--- src/rtl/modinv_euclid_pkg.sv ---
// -----------------------------------------------------------------------------
// modinv_pkg
//   Shared types and sizing helpers for the modular-inverse block
//   (modinv_euclid) and its sequential divider (modinv_seq_div).
//   Contents:
//     state_t  - controller state encoding
//     cnt_w()  - divider step-counter width for a given operand width. The
//                counter has to reach 2*WIDTH when the self-check divider is
//                built (macro MODINV_SELF_CHECK_EN).
//     CNT_W    - cnt_w() evaluated at the default operand width
// -----------------------------------------------------------------------------
package modinv_pkg;

   typedef enum logic [2:0] {
      IDLE,
      INIT,
      DIV_LAUNCH,
      DIV_WAIT,
      UPDATE,
      FIXUP,
      VERIFY,
      DONE
   } state_t;

   localparam int WIDTH_DEFAULT = 12;

   function automatic int cnt_w(input int width);
      return $clog2(2 * width + 1);
   endfunction

   localparam int CNT_W = cnt_w(WIDTH_DEFAULT);

endpackage

--- src/rtl/modinv_euclid_seq_div.sv ---
// -----------------------------------------------------------------------------
// modinv_seq_div
//   Restoring divider. It produces one quotient bit per clock and registers
//   both the quotient and the remainder.
//   The first quotient bit is produced on the start edge. An N-step division
//   therefore pulses done N-1 cycles after start, and the caller sees that
//   pulse in the N-th cycle after launch.
//   With short_op high, only the low DV bits of the dividend are divided
//   (DV steps). With short_op low, the full DW-bit dividend is divided
//   (DW steps).
//   Ports:
//     clk, rst   clock, asynchronous active-low reset
//     start      one-cycle launch. The divisor must be non-zero.
//     short_op   select the DV-step short division
//     dividend   DW-bit dividend
//     divisor    DV-bit divisor
//     done       one-cycle pulse when quotient and remainder are valid
//     quotient   low DV bits of the quotient
//     remainder  DV-bit remainder
// -----------------------------------------------------------------------------
module modinv_seq_div
   import modinv_pkg::*;
#(
   parameter int DW = 12,
   parameter int DV = 12,
   parameter int CW = cnt_w(DV)
) (
   input  logic          clk,
   input  logic          rst,
   input  logic          start,
   input  logic          short_op,
   input  logic [DW-1:0] dividend,
   input  logic [DV-1:0] divisor,
   output logic          done,
   output logic [DV-1:0] quotient,
   output logic [DV-1:0] remainder
);

   logic [DW-1:0] acc_reg;   // unconsumed dividend bits in the top, quotient bits shifting in at the bottom
   logic [DV-1:0] rem_reg;
   logic [CW-1:0] cnt_reg;
   logic          run_reg;
   logic          done_reg;

   logic [DW-1:0] load_acc;
   logic [CW-1:0] load_steps;
   logic [DV-1:0] step_rem_in;
   logic [DW-1:0] step_acc_in;
   logic [DV-1:0] step_rem;
   logic [DW-1:0] step_acc;

   // One restoring step. When part >= dv, the difference is smaller than dv,
   // so a DV-bit subtraction is exact.
   function automatic logic [DV+DW-1:0] div_step(input logic [DV-1:0] r,
                                                 input logic [DW-1:0] a,
                                                 input logic [DV-1:0] dv);
      logic [DV:0] part;
      part = {r, a[DW-1]};
      if (part >= {1'b0, dv})
         return {part[DV-1:0] - dv, a[DW-2:0], 1'b1};
      else
         return {part[DV-1:0], a[DW-2:0], 1'b0};
   endfunction

   // A short division left-aligns the low DV bits of the dividend. The
   // quotient then finishes in the low DV bits of acc_reg.
   assign load_acc   = short_op ? (dividend << (DW - DV)) : dividend;
   assign load_steps = short_op ? CW'(DV) : CW'(DW);

   assign step_rem_in = start ? '0 : rem_reg;
   assign step_acc_in = start ? load_acc : acc_reg;
   assign {step_rem, step_acc} = div_step(step_rem_in, step_acc_in, divisor);

   always_ff @(posedge clk or negedge rst) begin
      if (!rst) begin
         acc_reg  <= '0;
         rem_reg  <= '0;
         cnt_reg  <= '0;
         run_reg  <= 1'b0;
         done_reg <= 1'b0;
      end else begin
         done_reg <= 1'b0;
         if (start) begin
            acc_reg <= step_acc;
            rem_reg <= step_rem;
            cnt_reg <= load_steps - CW'(1);
            run_reg <= 1'b1;
         end else if (run_reg) begin
            acc_reg <= step_acc;
            rem_reg <= step_rem;
            cnt_reg <= cnt_reg - CW'(1);
            if (cnt_reg == CW'(1)) begin
               run_reg  <= 1'b0;
               done_reg <= 1'b1;
            end
         end
      end
   end

   assign done      = done_reg;
   assign quotient  = acc_reg[DV-1:0];
   assign remainder = rem_reg;

endmodule

--- src/rtl/modinv_euclid.sv ---
// -----------------------------------------------------------------------------
// modinv_euclid
//   Computes d = e^-1 mod totient with the iterative extended Euclidean
//   algorithm. A sequential divider produces each quotient and remainder.
//   The result is held stable until the next accepted start.
//   Optional macro MODINV_SELF_CHECK_EN: after a successful FIXUP, a VERIFY
//   pass reuses a 2*WIDTH-bit divider to check that e*d mod totient == 1.
//   Ports:
//     clk, rst   clock, asynchronous active-low reset
//     start      request. It is accepted in IDLE, or in DONE once the done
//                pulse has passed.
//     e, totient operands, captured on an accepted start
//     busy       high while a computation runs
//     done       one-cycle pulse when d/error are valid
//     error      no inverse exists. Held until the next accepted start.
//     d          inverse in [1, totient-1], or 0 on error
// -----------------------------------------------------------------------------
module modinv_euclid
   import modinv_pkg::*;
#(
   parameter int WIDTH = 12
) (
   input  logic             clk,
   input  logic             rst,
   input  logic             start,
   input  logic [WIDTH-1:0] e,
   input  logic [WIDTH-1:0] totient,
   output logic             busy,
   output logic             done,
   output logic             error,
   output logic [WIDTH-1:0] d
);

`ifdef MODINV_SELF_CHECK_EN
   localparam int DIV_W = 2 * WIDTH;
`else
   localparam int DIV_W = WIDTH;
`endif
   localparam int CW = cnt_w(WIDTH);

   state_t                  state_reg;
   logic [WIDTH-1:0]        e_reg, tot_reg, r0_reg, r1_reg, d_reg;
   logic signed [WIDTH:0]   t0_reg, t1_reg;
   logic                    busy_reg, done_reg, error_reg, err_reg;

   logic                    div_start, div_short, div_done;
   logic [DIV_W-1:0]        div_dividend;
   logic [WIDTH-1:0]        div_q, div_rem;
   logic signed [WIDTH:0]   t_next;
   logic [WIDTH-1:0]        d_fix;

`ifdef MODINV_SELF_CHECK_EN
   logic                    vfirst_reg;
   logic [2*WIDTH-1:0]      ed_prod;
   assign ed_prod      = {{WIDTH{1'b0}}, e_reg} * {{WIDTH{1'b0}}, d_reg};
   assign div_start    = (state_reg == DIV_LAUNCH) || (state_reg == VERIFY && vfirst_reg);
   assign div_short    = (state_reg != VERIFY);
   assign div_dividend = div_short ? {{WIDTH{1'b0}}, r0_reg} : ed_prod;
`else
   assign div_start    = (state_reg == DIV_LAUNCH);
   assign div_short    = 1'b1;
   assign div_dividend = r0_reg;
`endif

   modinv_seq_div #(
      .DW (DIV_W),
      .DV (WIDTH),
      .CW (CW)
   ) u_div (
      .clk       (clk),
      .rst       (rst),
      .start     (div_start),
      .short_op  (div_short),
      .dividend  (div_dividend),
      .divisor   (r1_reg),
      .done      (div_done),
      .quotient  (div_q),
      .remainder (div_rem)
   );

   // t0 - q*t1. The low WIDTH+1 bits of a product depend only on the low
   // WIDTH+1 bits of its operands. Since |t| <= totient, computing this
   // directly at WIDTH+1 bits gives the same result as a full 2*WIDTH+1
   // product followed by truncation.
   assign t_next = t0_reg - ($signed({1'b0, div_q}) * t1_reg);

   // Map a negative Bezout coefficient into [0, totient).
   assign d_fix = t0_reg[WIDTH-1:0] + (t0_reg[WIDTH] ? tot_reg : '0);

   always_ff @(posedge clk or negedge rst) begin
      if (!rst) begin
         state_reg <= IDLE;
         e_reg     <= '0;
         tot_reg   <= '0;
         r0_reg    <= '0;
         r1_reg    <= '0;
         t0_reg    <= '0;
         t1_reg    <= '0;
         d_reg     <= '0;
         busy_reg  <= 1'b0;
         done_reg  <= 1'b0;
         error_reg <= 1'b0;
         err_reg   <= 1'b0;
`ifdef MODINV_SELF_CHECK_EN
         vfirst_reg <= 1'b0;
`endif
      end else begin
         done_reg <= 1'b0;
         case (state_reg)
            IDLE, DONE: begin
               // Gating on done_reg drops a start that coincides with the done pulse.
               if (start && !done_reg) begin
                  e_reg     <= e;
                  tot_reg   <= totient;
                  busy_reg  <= 1'b1;
                  error_reg <= 1'b0;
                  err_reg   <= 1'b0;
                  d_reg     <= '0;
                  state_reg <= INIT;
               end
            end
            INIT: begin
               r0_reg <= tot_reg;
               r1_reg <= e_reg;
               t0_reg <= '0;
               t1_reg <= (WIDTH+1)'(1);
               if (tot_reg < WIDTH'(2)) begin
                  err_reg   <= 1'b1;
                  state_reg <= FIXUP;
               end else if (e_reg == '0) begin
                  state_reg <= FIXUP;
               end else begin
                  state_reg <= DIV_LAUNCH;
               end
            end
            DIV_LAUNCH: state_reg <= DIV_WAIT;
            DIV_WAIT: if (div_done) state_reg <= UPDATE;
            UPDATE: begin
               r0_reg    <= r1_reg;
               r1_reg    <= div_rem;
               t0_reg    <= t1_reg;
               t1_reg    <= t_next;
               state_reg <= (div_rem == '0) ? FIXUP : DIV_LAUNCH;
            end
            FIXUP: begin
               if (err_reg || r0_reg != WIDTH'(1)) begin
                  d_reg     <= '0;
                  error_reg <= 1'b1;
                  busy_reg  <= 1'b0;
                  done_reg  <= 1'b1;
                  state_reg <= DONE;
               end else begin
                  d_reg <= d_fix;
`ifdef MODINV_SELF_CHECK_EN
                  vfirst_reg <= 1'b1;
                  state_reg  <= VERIFY;
`else
                  busy_reg  <= 1'b0;
                  done_reg  <= 1'b1;
                  state_reg <= DONE;
`endif
               end
            end
`ifdef MODINV_SELF_CHECK_EN
            VERIFY: begin
               vfirst_reg <= 1'b0;
               if (div_done) begin
                  if (div_rem != WIDTH'(1)) begin
                     error_reg <= 1'b1;
                     d_reg     <= '0;
                  end
                  busy_reg  <= 1'b0;
                  done_reg  <= 1'b1;
                  state_reg <= DONE;
               end
            end
`endif
            default: state_reg <= IDLE;
         endcase
      end
   end

   assign busy  = busy_reg;
   assign done  = done_reg;
   assign error = error_reg;
   assign d     = d_reg;

endmodule

--- config.mk ---
export PLATFORM = sky130hd
export DESIGN_NAME = modinv_euclid
export DESIGN_NICKNAME = d
export VERILOG_FILES = /design/src/rtl/modinv_euclid_pkg.sv /design/src/rtl/modinv_euclid_seq_div.sv /design/src/rtl/modinv_euclid.sv
export SDC_FILE = /design/constraint.sdc
export NUM_CORES = 1
export LEC_CHECK = 0
export ABC_AREA = 1
export CAP_MARGIN = 30
export CORE_ASPECT_RATIO = 0.9
export CORE_UTILIZATION = 63
export DETAILED_ROUTE_END_ITERATION = 10
export HOLD_SLACK_MARGIN = 0.03
export PLACE_DENSITY = 0.81
export SYNTH_ARGS = -nofsm -noshare
export SYNTH_HDL_FRONTEND = slang
export SYNTH_HIERARCHICAL = 1
export SYNTH_SLANG_ARGS = --single-unit
--- constraint.sdc ---
create_clock -name clk -period 6.8 [get_ports clk]
set_clock_uncertainty 0.05 [all_clocks]
set_input_delay 1.36 -clock clk [delete_from_list [all_inputs] [get_ports clk]]
set_output_delay 1.36 -clock clk [all_outputs]
set_load 0.02 [all_outputs]
# Word-level counts from Yosys, hierarchy flattened
# Index checks and enable logic that the tools add are counted.
dict set report op_classes {
  add_sub_neg 4
  mul 1
  n_div 0
  n_lt_le_gt_ge 2
  eq_ne 12
  shifts 0
  n_mux 37
  n_bitwise 0
  reduce_logical 16
}
# op n
set op_table {}
lappend op_table {{$mux W12} 9}
lappend op_table {{$pmux W12 S2} 3}
lappend op_table {{$pmux W13 S2} 2}
lappend op_table {{$logic_not A12 Y1} 2}
lappend op_table {{$mux W24} 1}
lappend op_table {{$pmux W3 S6} 1}
lappend op_table {{$mux W3} 5}
lappend op_table {{$ge A13 B12 Y1} 1}
lappend op_table {{$mul A13 B13 Y13} 1}
lappend op_table {{$sub A13 B13 Y13} 1}
lappend op_table {{$add A12 B12 Y12} 1}
lappend op_table {{$lt A12 B2 Y1 const B} 1}
lappend op_table {{$ne A12 B1 Y1 const B} 1}
lappend op_table {{$sub A12 B12 Y12} 1}
lappend op_table {{$mux W1} 11}
lappend op_table {{$mux W5} 2}
lappend op_table {{$eq A3 B3 Y1 const B} 3}
lappend op_table {{$reduce_bool A2 Y1} 4}
lappend op_table {{$eq A3 B2 Y1 const B} 2}
lappend op_table {{$ne A2 B2 Y1 const B} 3}
lappend op_table {{$pmux W1 S2} 3}
lappend op_table {{$reduce_and A2 Y1} 3}
lappend op_table {{$reduce_and A3 Y1} 2}
lappend op_table {{$eq A5 B1 Y1 const B} 1}
lappend op_table {{other kinds (8)} 8}
dict set report totals {
  reg_bits 124
  latch_bits 0
  ramBits 0
  rom_bits 0
  input_bits 27
  out_inout_bits 15
  elab_cells 89
  mem_count 0
}

# Logic depth before layout (Yosys ltp)
# Gate-level depths: netlist of run 1.
dict set report depth {
  word_depth 6
  mapped_depth 24
}

# By module
# The synthesis of run 1 kept the hierarchy.
# module n_inst cells_each area_each_um2 seq_area_each_um2
set modules_own_cells {}
lappend modules_own_cells {modinv_euclid 1 1051 7912.6 2327.2}
lappend modules_own_cells {modinv_seq_div 1 337 2313.5 775.7}

# Worst setup path after synthesis of run 1
# No wires, ideal clock.
dict set report synth_timing {
  path_kind {flip-flop to flip-flop}
  startpoint {register t1_reg[3]}
  endpoint {register t1_reg[12]}
  setup_ns 0.117
  t_arrival_ns 4.900
  setup_slack_ns 1.733
  stages_incl_launch_ff 21
  n_path_buf 1
  synth_period_minus_slack_ns 5.067
  cell_sequence {dfrtp_1 -> clkbuf_1 -> nand2_1 -> fa_1 -> inv_1 -> fa_1 -> inv_1 -> fa_1 -> fa_1 -> fa_1 -> inv_1 -> fa_1 -> inv_1 -> ha_1 -> inv_1 -> nor3_1 -> nand3_1 -> nand3_1 -> nand3_1 -> nand3_1 -> nand2_1}
}
dict set report synth_between {
  elab_chain_len 3
}
# element line_no
set synth_lines {}
lappend synth_lines {{from (decl)} modinv_euclid.sv:43} ;# logic signed [WIDTH:0] t0_reg, t1_reg;
lappend synth_lines {{from (signal assigned)} modinv_euclid.sv:126} ;# t1_reg <= (WIDTH+1)'(1);
lappend synth_lines {{from (signal assigned)} modinv_euclid.sv:142} ;# t1_reg <= t_next;
lappend synth_lines {{$mul A13 B13 Y13} modinv_euclid.sv:85} ;# assign t_next = t0_reg - ($signed({1'b0, div_q}) * t1_reg);
lappend synth_lines {{$sub A13 B13 Y13} modinv_euclid.sv:85}
lappend synth_lines {{$pmux W13 S2} modinv_euclid.sv:109} ;# case (state_reg)
# Every way passes these cells.
# A chain may end at the register's enable or synchronous reset.

# Final worst setup path of run 1
dict set report layout_timing {
  startpoint {register t1_reg[1]}
  endpoint {register t1_reg[11]}
}
# Same word-level chain as after synthesis.

==> impl_metrics.tcl, run 1 <==
set metrics [dict create \
    grt_pass1_wl_mm 44.63 \
    crit_top_cell "sky130_fd_sc_hd__fa_1" \
    antenna_found_initial 0 \
    tns_ns 0 \
    drtIter0Drc 824 \
    worstPathArrival_ns 5.61 \
    tritoncts.num_buffers 17 \
    vias_per_cell 5.645 \
    finalMaxSlewViolations 0 \
    crit_path_start_kind "register" \
    worstSkewPairLatency_ns 0.42 \
    fillerInstances 1239 \
    setup_viol_count_final 0 \
    cp_slowest_cell "sky130_fd_sc_hd__dfrtp_1" \
    drt.antenna.violating_nets 0 \
    first_global_vias 9136 \
    end_kind "register" \
    gr-total-overflow 0 \
    synth_fp_nets 1541 \
    routed_wirelength_mm 26.94 \
    hold_class "register to register" \
    die_x_um 136.3 \
    post_cts_hold_buffer_count 0 \
    dieArea_sq_mm 0.01674 \
    critPathBufInv 4 \
    htree_levels 4 \
    areaGrowthSynthToFinish_pct 11.05 \
    drive_gt1_share_pct 4.581 \
    final_common_cell "sky130_fd_sc_hd__nand2_1" \
    tightestPinTransition_ns 0.7820 \
    clock-sinks 124 \
    grt.total_usage_pct 35.07 \
    hpwl_detailed_mm 19.81 \
    firstDrtPassIters 6 \
    critPathRequiredTime_ns 7.04 \
    worst-path-max-fanout 14 \
    multi_input_area_sq_mm 0.005779 \
    clkTransAtPathRegs_ns 0.06 \
    root_buffer "sky130_fd_sc_hd__clkbuf_16" \
    timing.max_cap.violations 0 \
    cts_repair_resize_count 0 \
    max_clock_freq_ghz 0.1862 \
    initial_core_util_pct 65.29 \
    syn_inst 1387 \
    rsz0062_at_grt "no" \
    final_net_count 1560 \
    run_status "finished clean" \
    die-height_um 122.8 \
    cts_tree "yes" \
    grt_max_degree 63 \
    core-area_sq_mm 0.01566 \
    yosysWarnings 6 \
    hold_violations 0 \
    cts.repair_timing.setup_buffer_count 0 \
    postLayoutCoreUtil_pct 72.51 \
    mappedNetlistArea_sq_mm 0.01022 \
    worst_setup_path_type "register to register" \
    placement_row_count 43 \
    synth_area_per_cell_sq_um 7.370 \
    overall_via_count_from_detail_route 9151 \
    cts_max_path_buffers 2 \
    timing.max_slew.rel_slack_pct 47.68 \
    design.portCount 42 \
    most-common-layout-cells "sky130_fd_sc_hd__nand2_1 (390), sky130_fd_sc_hd__inv_1 (291), sky130_fd_sc_hd__dfrtp_1 (124), sky130_fd_sc_hd__o21ai_0 (96), sky130_fd_sc_hd__nand3_1 (69)" \
    crit_path_cells "nand2_1 > fa_1 > inv_1 > fa_1 > inv_1 > fa_1 > fa_1 > fa_1 > inv_1 > fa_1 > inv_1 > ha_1 > nand2_1 > nor2_1 > nand3_1 > o2111ai_1 > a21oi_1 > o21ai_0 > o21ai_0" \
    critical-path-top-delay-family "adder cells" \
    finalWeightedCongestion 0.9341 \
    port_buffers 41 \
    area.sequential_sq_mm 0.003103 \
    period_share_pct 78.97 \
    worst_path_largest_cell_delay_ns 0.64 \
    remaining_drc_errors 0 \
    diodes 0 \
    period_minus_slack_ns 5.370 \
    wl_per_cell_um 16.62 \
]
-- area by class of cell --
type	instances	share of cell area, %
inverters	296	9.787
well taps	202	2.226
multi-input cells	920	50.91
clock inverters	14	1.708
clock buffers	18	3.869
repair buffers	47	4.166
flip-flops and latches	124	27.33
-- worst reg2reg max path: cells and delay by family, from the launching register on --
kind,cells,cell delay [ns]
flops,1,0.64
compound gates,4,0.45
simple gates,4,0.50
fa+ha+maj,7,3.41
buf+inv,4,0.20
-- per-layer routing --
layer	vias to the layer above	GRT usage (%)	share of wire [%]
li1	4360	-	-
met1	4351	44.82	41
met2	367	57.52	48
met3	73	7.352	7.1
met4	0	15.63	3.6
met5	-	0	0
-- final timing paths --
path / start / to / slack, ns / depth (start not counted)
max: t1_reg[1] / t1_reg[11] / 1.43 / 19
min: u_div/run_reg / u_div/remainder[0] / 0.46 / 1
max reg2reg: t1_reg[1] / t1_reg[11] / 1.43 / 19
min reg2reg: u_div/run_reg / u_div/remainder[0] / 0.46 / 1
max in group asynchronous: rst / u_div/quotient[4] / 4.59 / 3
min in group asynchronous: rst / e_reg[4] / 0.85 / 1
-- per-stage QoR --
stage | hold slack, ns | cell area (sq um) | instances | setup WS [ns]
5_1_grt | 0.4589 | 11350 | 1621 | 1.154
3_5_place_dp | 0.4398 | 10720 | 1589 | 1.481
2_1_floorplan | 0.3977 | 10220 | 1387 | 1.733
4_1_cts | 0.4494 | 11350 | 1621 | 1.451
3_3_place_gp | 0.4344 | 10690 | 1588 | 1.608
6_report | 0.4566 | 11350 | 1621 | 1.430
Power of run 1 is left out: the tool's default activity adds up to more than one toggle a clock period on the data nets, which glitch-free logic cannot reach.
==> run 2: changes to the inputs <==
- clock period: 6.8 -> 5.2 ns (I/O delays scaled with it)
==> run 2 against run 1 <==
Final cell count grew 1.5%. Routed wire length decreased by 1.9%. Final area up 1.6%. Core utilization up 1.1 points. Critical endpoint unchanged.
==> impl_metrics.tcl, run 2 (same netlist as run 1, synthesis figures left out) <==
set metrics [dict create \
    clock-sinks 124 \
    core-area_sq_mm 0.01566 \
    drtIter0Drc 698 \
    postLayoutCoreUtil_pct 73.65 \
    area.sequential_sq_mm 0.003114 \
    min_delay_worst_endpoint "u_div/remainder[0]" \
    critPathRequiredTime_ns 5.44 \
    first_global_vias 8780 \
    period_share_pct 96.79 \
    tns_ns 0 \
    tightestPinTransition_ns 0.8974 \
    worst_path_largest_cell_delay_ns 0.55 \
    die-height_um 122.8 \
    grt_pass1_wl_mm 43.04 \
    tritoncts.num_buffers 17 \
    grt.total_usage_pct 33.84 \
    crit_path_cells "nand2_1 > fa_1 > inv_1 > fa_1 > inv_1 > fa_1 > fa_1 > fa_1 > inv_1 > fa_1 > inv_1 > ha_4 > nand2_1 > nor2_2 > nand3_1 > o2111ai_2 > a21oi_1 > o21ai_0 > o21ai_0" \
    finalWeightedCongestion 0.9704 \
    remaining_drc_errors 0 \
    routed-wl-met3_mm 1.556 \
    fillerInstances 1225 \
    timing.max_cap.violations 0 \
    critical-path-top-delay-family "adder cells" \
    final_cells 1645 \
    overall_via_count_from_detail_route 9165 \
    timing.max_slew.rel_slack_pct 40.17 \
    initial_core_util_pct 65.29 \
    wl_per_cell_um 16.08 \
    areaGrowthSynthToFinish_pct 12.80 \
    gr-total-overflow 0 \
    wl_met2_mm 12.63 \
    design.portCount 42 \
    port_buffers 41 \
    cts_tree "yes" \
    max_clock_freq_ghz 0.1987 \
    end_kind "register" \
    top_layer_used "met4" \
    hold_class "register to register" \
    drt.antenna.violating_nets 0 \
    hold_path_origin "u_div/run_reg" \
    reg2reg_setup_slack_ns 0.17 \
    root_buffer "sky130_fd_sc_hd__clkbuf_16" \
    final_net_count 1584 \
    placement_row_count 43 \
    cp_slowest_cell "sky130_fd_sc_hd__fa_1" \
    hold_slack_ns 0.4383 \
    drive_gt1_share_pct 7.415 \
    dieArea_sq_mm 0.01674 \
    hpwl_detailed_mm 20.22 \
    vias_per_cell 5.571 \
    crit_top_cell "sky130_fd_sc_hd__fa_1" \
    routed_wirelength_mm 26.44 \
    diodes 0 \
    met1_length_mm 11.21 \
    worstRegToRegCells 19 \
    period_minus_slack_ns 5.033 \
    hold_violations 0 \
    setup_viol_count_final 0 \
    cp_num_cells 19 \
    most-common-layout-cells "sky130_fd_sc_hd__nand2_1 (389), sky130_fd_sc_hd__inv_1 (291), sky130_fd_sc_hd__dfrtp_1 (115), sky130_fd_sc_hd__o21ai_0 (93), sky130_fd_sc_hd__nand3_1 (69)" \
    crit_path_start_kind "register" \
    worst-path-max-fanout 6 \
    min_path_cells 1 \
    worstSkewPairLatency_ns 0.42 \
    r2r-start "t1_reg[4]" \
    run_status "finished clean" \
    firstDrtPassIters 6 \
    worstPathArrival_ns 5.27 \
    grt_max_degree 72 \
    final_common_cell "sky130_fd_sc_hd__nand2_1" \
    clkTransAtPathRegs_ns 0.06 \
    worst_setup_path_type "register to register" \
    critPathBufInv 4 \
    r2r-end "t1_reg[11]" \
    die_x_um 136.3 \
    htree_levels 4 \
    multi_input_area_sq_mm 0.005857 \
    cts_max_path_buffers 2 \
    antenna_found_initial 0 \
    finalMaxSlewViolations 0 \
    numPlacedInstances 1611 \
]
==> run 2: changes by cell type in the layout (fill, tap and decap cells not counted), moves of 3 or more <==
cell,before,now
sky130_fd_sc_hd__buf_4,6,28
sky130_fd_sc_hd__dfrtp_1,124,115
sky130_fd_sc_hd__dfrtp_2,0,9
sky130_fd_sc_hd__ha_1,66,62
sky130_fd_sc_hd__ha_4,0,4
sky130_fd_sc_hd__bufinv_16,3,0
sky130_fd_sc_hd__o21ai_0,96,93
==> run 2: per-stage QoR <==
| step | worst slack (ns) | cell area [sq um] |
|---|---|---|
| after floorplan | 0.1330 | 10220 |
| after global placement | 0.1880 | 10880 |
| after detailed placement | 0.09231 | 10880 |
| after CTS | 0.07060 | 11420 |
| after global routing | -0.04710 | 11530 |
| final | 0.1669 | 11530 |
==> run 2: worst max-delay path by stage <==
stage / endpoint / slack (ns) / startpoint
final: t1_reg[11] / 0.17 / t1_reg[4]
after global routing: t1_reg[12] / -0.05 / t1_reg[4]
after CTS: t1_reg[11] / 0.07 / u_div/quotient[6]
after detailed placement: t1_reg[11] / 0.09 / u_div/quotient[6]
after global placement: t1_reg[12] / 0.19 / t1_reg[4]
after floorplan: t1_reg[12] / 0.13 / t1_reg[3]
==> run 2: layout make-up <==
type,instances,area share (%)
clock inverters,13,0.9549
multi-input cells,920,50.79
flip-flops and latches,124,27.01
repair buffers,71,5.664
well taps,202,2.192
inverters,296,9.635
clock buffers,19,3.754
==> run 2: per-layer routing <==
metal	track usage, %	up-vias
met3	5.948	84
met5	0	-
met4	15.35	0
met2	55.52	311
li1	-	4408
met1	43.82	4362
==> run 2: what timing repair did <==
| item | in CTS | in global routing |
|---|---|---|
| resized for setup | 0 | 25 |
| endpoints found under the hold margin | 0 | 0 |
| endpoints found under the setup margin | 0 | 4 |
| hold buffers | 0 | 0 |
| setup buffers | 0 | 2 |
Power of run 2 is left out for the same reason.
==> run 3: changes to the inputs <==
- CORE_UTILIZATION: 63 -> 62
- PLACE_DENSITY: 0.81 -> 0.8
- SYNTH_HIERARCHICAL: 1 -> unset
==> run 3 against run 2 <==
Global-route usage down 0.59 points. Critical path depth unchanged. Via count down 4.6%. Final area down 2.6%. Final cell count down 5.8%. Count of clock-buffer cells in the layout down 2. Die area down 2.1%. Sequential share of layout area up 0.73 points. Routed wire length down 2.1%. Flip-flop and latch count unchanged. Worst hold slack better by 0.0029 ns. Critical endpoint is now t1_reg[12].
==> impl_metrics.tcl, run 3 <==
set metrics [dict create \
    htree_levels 4 \
    mappedNetlistArea_sq_mm 0.009844 \
    root_buffer "sky130_fd_sc_hd__clkbuf_16" \
    synth.most_common_cell "sky130_fd_sc_hd__nand2_1" \
    timing.max_slew.rel_slack_pct 40.25 \
    grt.total_usage_pct 33.24 \
    hold_violations 0 \
    worst_setup_path_type "register to register" \
    overall_via_count_from_detail_route 8743 \
    timing.max_cap.violations 0 \
    rsz0062_at_grt "yes" \
    placement_row_count 43 \
    design.portCount 42 \
    drive_gt1_share_pct 7.504 \
    first_global_vias 8684 \
    syn_inst 1293 \
    wl_per_cell_um 16.71 \
    port_buffers 41 \
    period_minus_slack_ns 5.114 \
    crit_path_start_kind "register" \
    most-common-layout-cells "sky130_fd_sc_hd__nand2_1 (322), sky130_fd_sc_hd__inv_1 (273), sky130_fd_sc_hd__dfrtp_1 (115), sky130_fd_sc_hd__o21ai_0 (98), sky130_fd_sc_hd__ha_1 (64)" \
    routed_wirelength_mm 25.88 \
    initial_core_util_pct 63.75 \
    dieArea_sq_mm 0.01639 \
    worstPathArrival_ns 5.44 \
    ys_seq_elements 124 \
    areaGrowthSynthToFinish_pct 14.03 \
    synth.yosys.seq_area_share_pct 31.52 \
    cts_tree "yes" \
    synth_fp_nets 1450 \
    critPathRequiredTime_ns 5.52 \
    synth_cell_types 45 \
    finalWeightedCongestion 0.9569 \
    worst-path-max-fanout 6 \
    cts_max_path_buffers 2 \
    tritoncts.num_buffers 17 \
    synthTopCellsByArea "sky130_fd_sc_hd__dfrtp_1 (32%), sky130_fd_sc_hd__fa_1 (13%), sky130_fd_sc_hd__nand2_1 (12%)" \
    critical-path-top-delay-family "adder cells" \
    synth_ff_type "sky130_fd_sc_hd__dfrtp_1" \
    period_share_pct 98.35 \
    yosysTopAreaCellShare_pct 31.52 \
    gr-total-overflow 0 \
    firstDrtPassIters 5 \
    clock-sinks 124 \
    critPathBufInv 4 \
    setup_viol_count_final 0 \
    synth_edf_count 0 \
    drtIter0Drc 760 \
    worstSkewPairLatency_ns 0.43 \
    grt_max_degree 68 \
    synth_area_per_cell_sq_um 7.614 \
    cp_slowest_cell "sky130_fd_sc_hd__fa_1" \
    postLayoutCoreUtil_pct 72.70 \
    run_status "finished clean" \
    tightestPinTransition_ns 0.8941 \
    max_clock_freq_ghz 0.1955 \
    fillerInstances 1165 \
    dpl_worst_slack_ns 0.03682 \
    worst_path_largest_cell_delay_ns 0.56 \
    vias_per_cell 5.644 \
    end_kind "register" \
    final_cell_area_sq_mm 0.01123 \
    hold_class "register to register" \
    hpwl_detailed_mm 18.78 \
    crit_path_cells "buf_4 > nand2_1 > inv_1 > fa_1 > fa_1 > fa_1 > fa_1 > fa_1 > fa_1 > inv_1 > ha_1 > a21oi_1 > o21a_1 > nand2_1 > a31oi_2 > inv_1 > nand3_1 > nand3_1 > nand2_1" \
    layout_setup_ws_ns 0.08584 \
    final_common_cell "sky130_fd_sc_hd__nand2_1" \
    die-height_um 121.5 \
    area.sequential_sq_mm 0.003114 \
    multi_input_area_sq_mm 0.005569 \
    yosysWarnings 0 \
    final_net_count 1490 \
    core-area_sq_mm 0.01544 \
    grt_pass1_wl_mm 41.77 \
    finalMaxSlewViolations 0 \
    die_x_um 134.8 \
    drt.antenna.violating_nets 0 \
    synth.top_cells.by_count "sky130_fd_sc_hd__nand2_1 (324), sky130_fd_sc_hd__inv_1 (273), sky130_fd_sc_hd__dfrtp_1 (124), sky130_fd_sc_hd__o21ai_0 (100), sky130_fd_sc_hd__ha_1 (68)" \
    post_place_instance_area_sq_mm 0.01050 \
    antenna_found_initial 1 \
    remaining_drc_errors 0 \
    crit_top_cell "sky130_fd_sc_hd__fa_1" \
    clkTransAtPathRegs_ns 0.06 \
    asyncSetResetFlopFracSynth_pct 100.0 \
    synth_largest_area_cell "sky130_fd_sc_hd__dfrtp_1" \
]
## run 3: changes by cell type in the layout (fill, tap and decap cells not counted), moves of 5 or more
cell / previous run / this run
sky130_fd_sc_hd__o21ai_0: 93 / 98
sky130_fd_sc_hd__a21oi_1: 28 / 36
sky130_fd_sc_hd__nand4_1: 15 / 6
sky130_fd_sc_hd__o211ai_1: 1 / 14
sky130_fd_sc_hd__nand3_1: 69 / 53
sky130_fd_sc_hd__o22ai_1: 16 / 11
sky130_fd_sc_hd__xnor2_1: 5 / 10
sky130_fd_sc_hd__nand2_1: 389 / 322
sky130_fd_sc_hd__inv_1: 291 / 273
sky130_fd_sc_hd__nor2_1: 67 / 37
sky130_fd_sc_hd__o21ai_1: 15 / 42
## run 3: kinds of logic after synthesis
kind of cell             synth area share (%)
XOR/XNOR                                2.224
buffers and inverters                   12.72
flip-flops                              31.52
AO/OA/AOI/OAI                           13.12
adder cells (fa/ha/maj)                 21.25
AND/OR/NAND/NOR                         19.17
## run 3: metrics by stage
stage	std cells	hold WS (ns)	TNS [ns]
final	1549	0.4411	0
after CTS	1546	0.4420	0
after detailed placement	1514	0.4151	0
after global placement	1514	0.4169	0
after global routing	1548	0.4749	-0.1089
after floorplan	1293	0.4048	0
## run 3: worst register-to-register path: cells and delay by family (launching register included)
| kind | cells | cell delay, ns |
|---|---|---|
| fa+ha+maj | 7 | 3.44 |
| compound gates | 3 | 0.50 |
| simple gates | 5 | 0.34 |
| buf+inv | 4 | 0.30 |
| flops | 1 | 0.44 |
## run 3: timing repair
action | CTS | global route
endpoints found under the setup margin | 1 | 5
buffers inserted | 0 | 2
pin swaps | 0 | 3
hold buffers | 0 | 0
gates resized for setup | 1 | 22
## run 3: path summary, 6_finish.rpt
| path | startpoint | to | slack [ns] | cells after the start |
|---|---|---|---|---|
| setup / recovery | t1_reg[3] | t1_reg[12] | 0.09 | 19 |
| max in group asynchronous | rst | u_div.quotient[8] | 3.55 | 2 |
| setup reg to reg | t1_reg[3] | t1_reg[12] | 0.09 | 19 |
| min in group asynchronous | rst | d[3] | 0.56 | 1 |
| hold / removal | d[4] | d[4] | 0.44 | 2 |
| hold reg to reg | d[4] | d[4] | 0.44 | 2 |
## run 3: metal layers
metal / vias up / global-route usage (%) / share of wire [%] / wire (um)
li1: 4124 / - / - / -
met2: 378 / 55.57 / 49 / 12580
met1: 4163 / 42.01 / 41 / 10550
met4: 0 / 16.36 / 4.1 / 1051
met3: 78 / 5.701 / 6.6 / 1699
met5: - / 0 / 0 / 0
## run 3: layout make-up
cell class | count | area share [%]
Inverter | 283 | 9.463
Clock inverter | 15 | 1.750
Clock buffer | 17 | 3.790
Antenna cell | 1 | 0.02229
Sequential cell | 124 | 27.74
Tap cell | 202 | 2.251
Multi-Input combinational cell | 840 | 49.61
Timing Repair Buffer | 67 | 5.372
Power of run 3 is left out for the same reason.
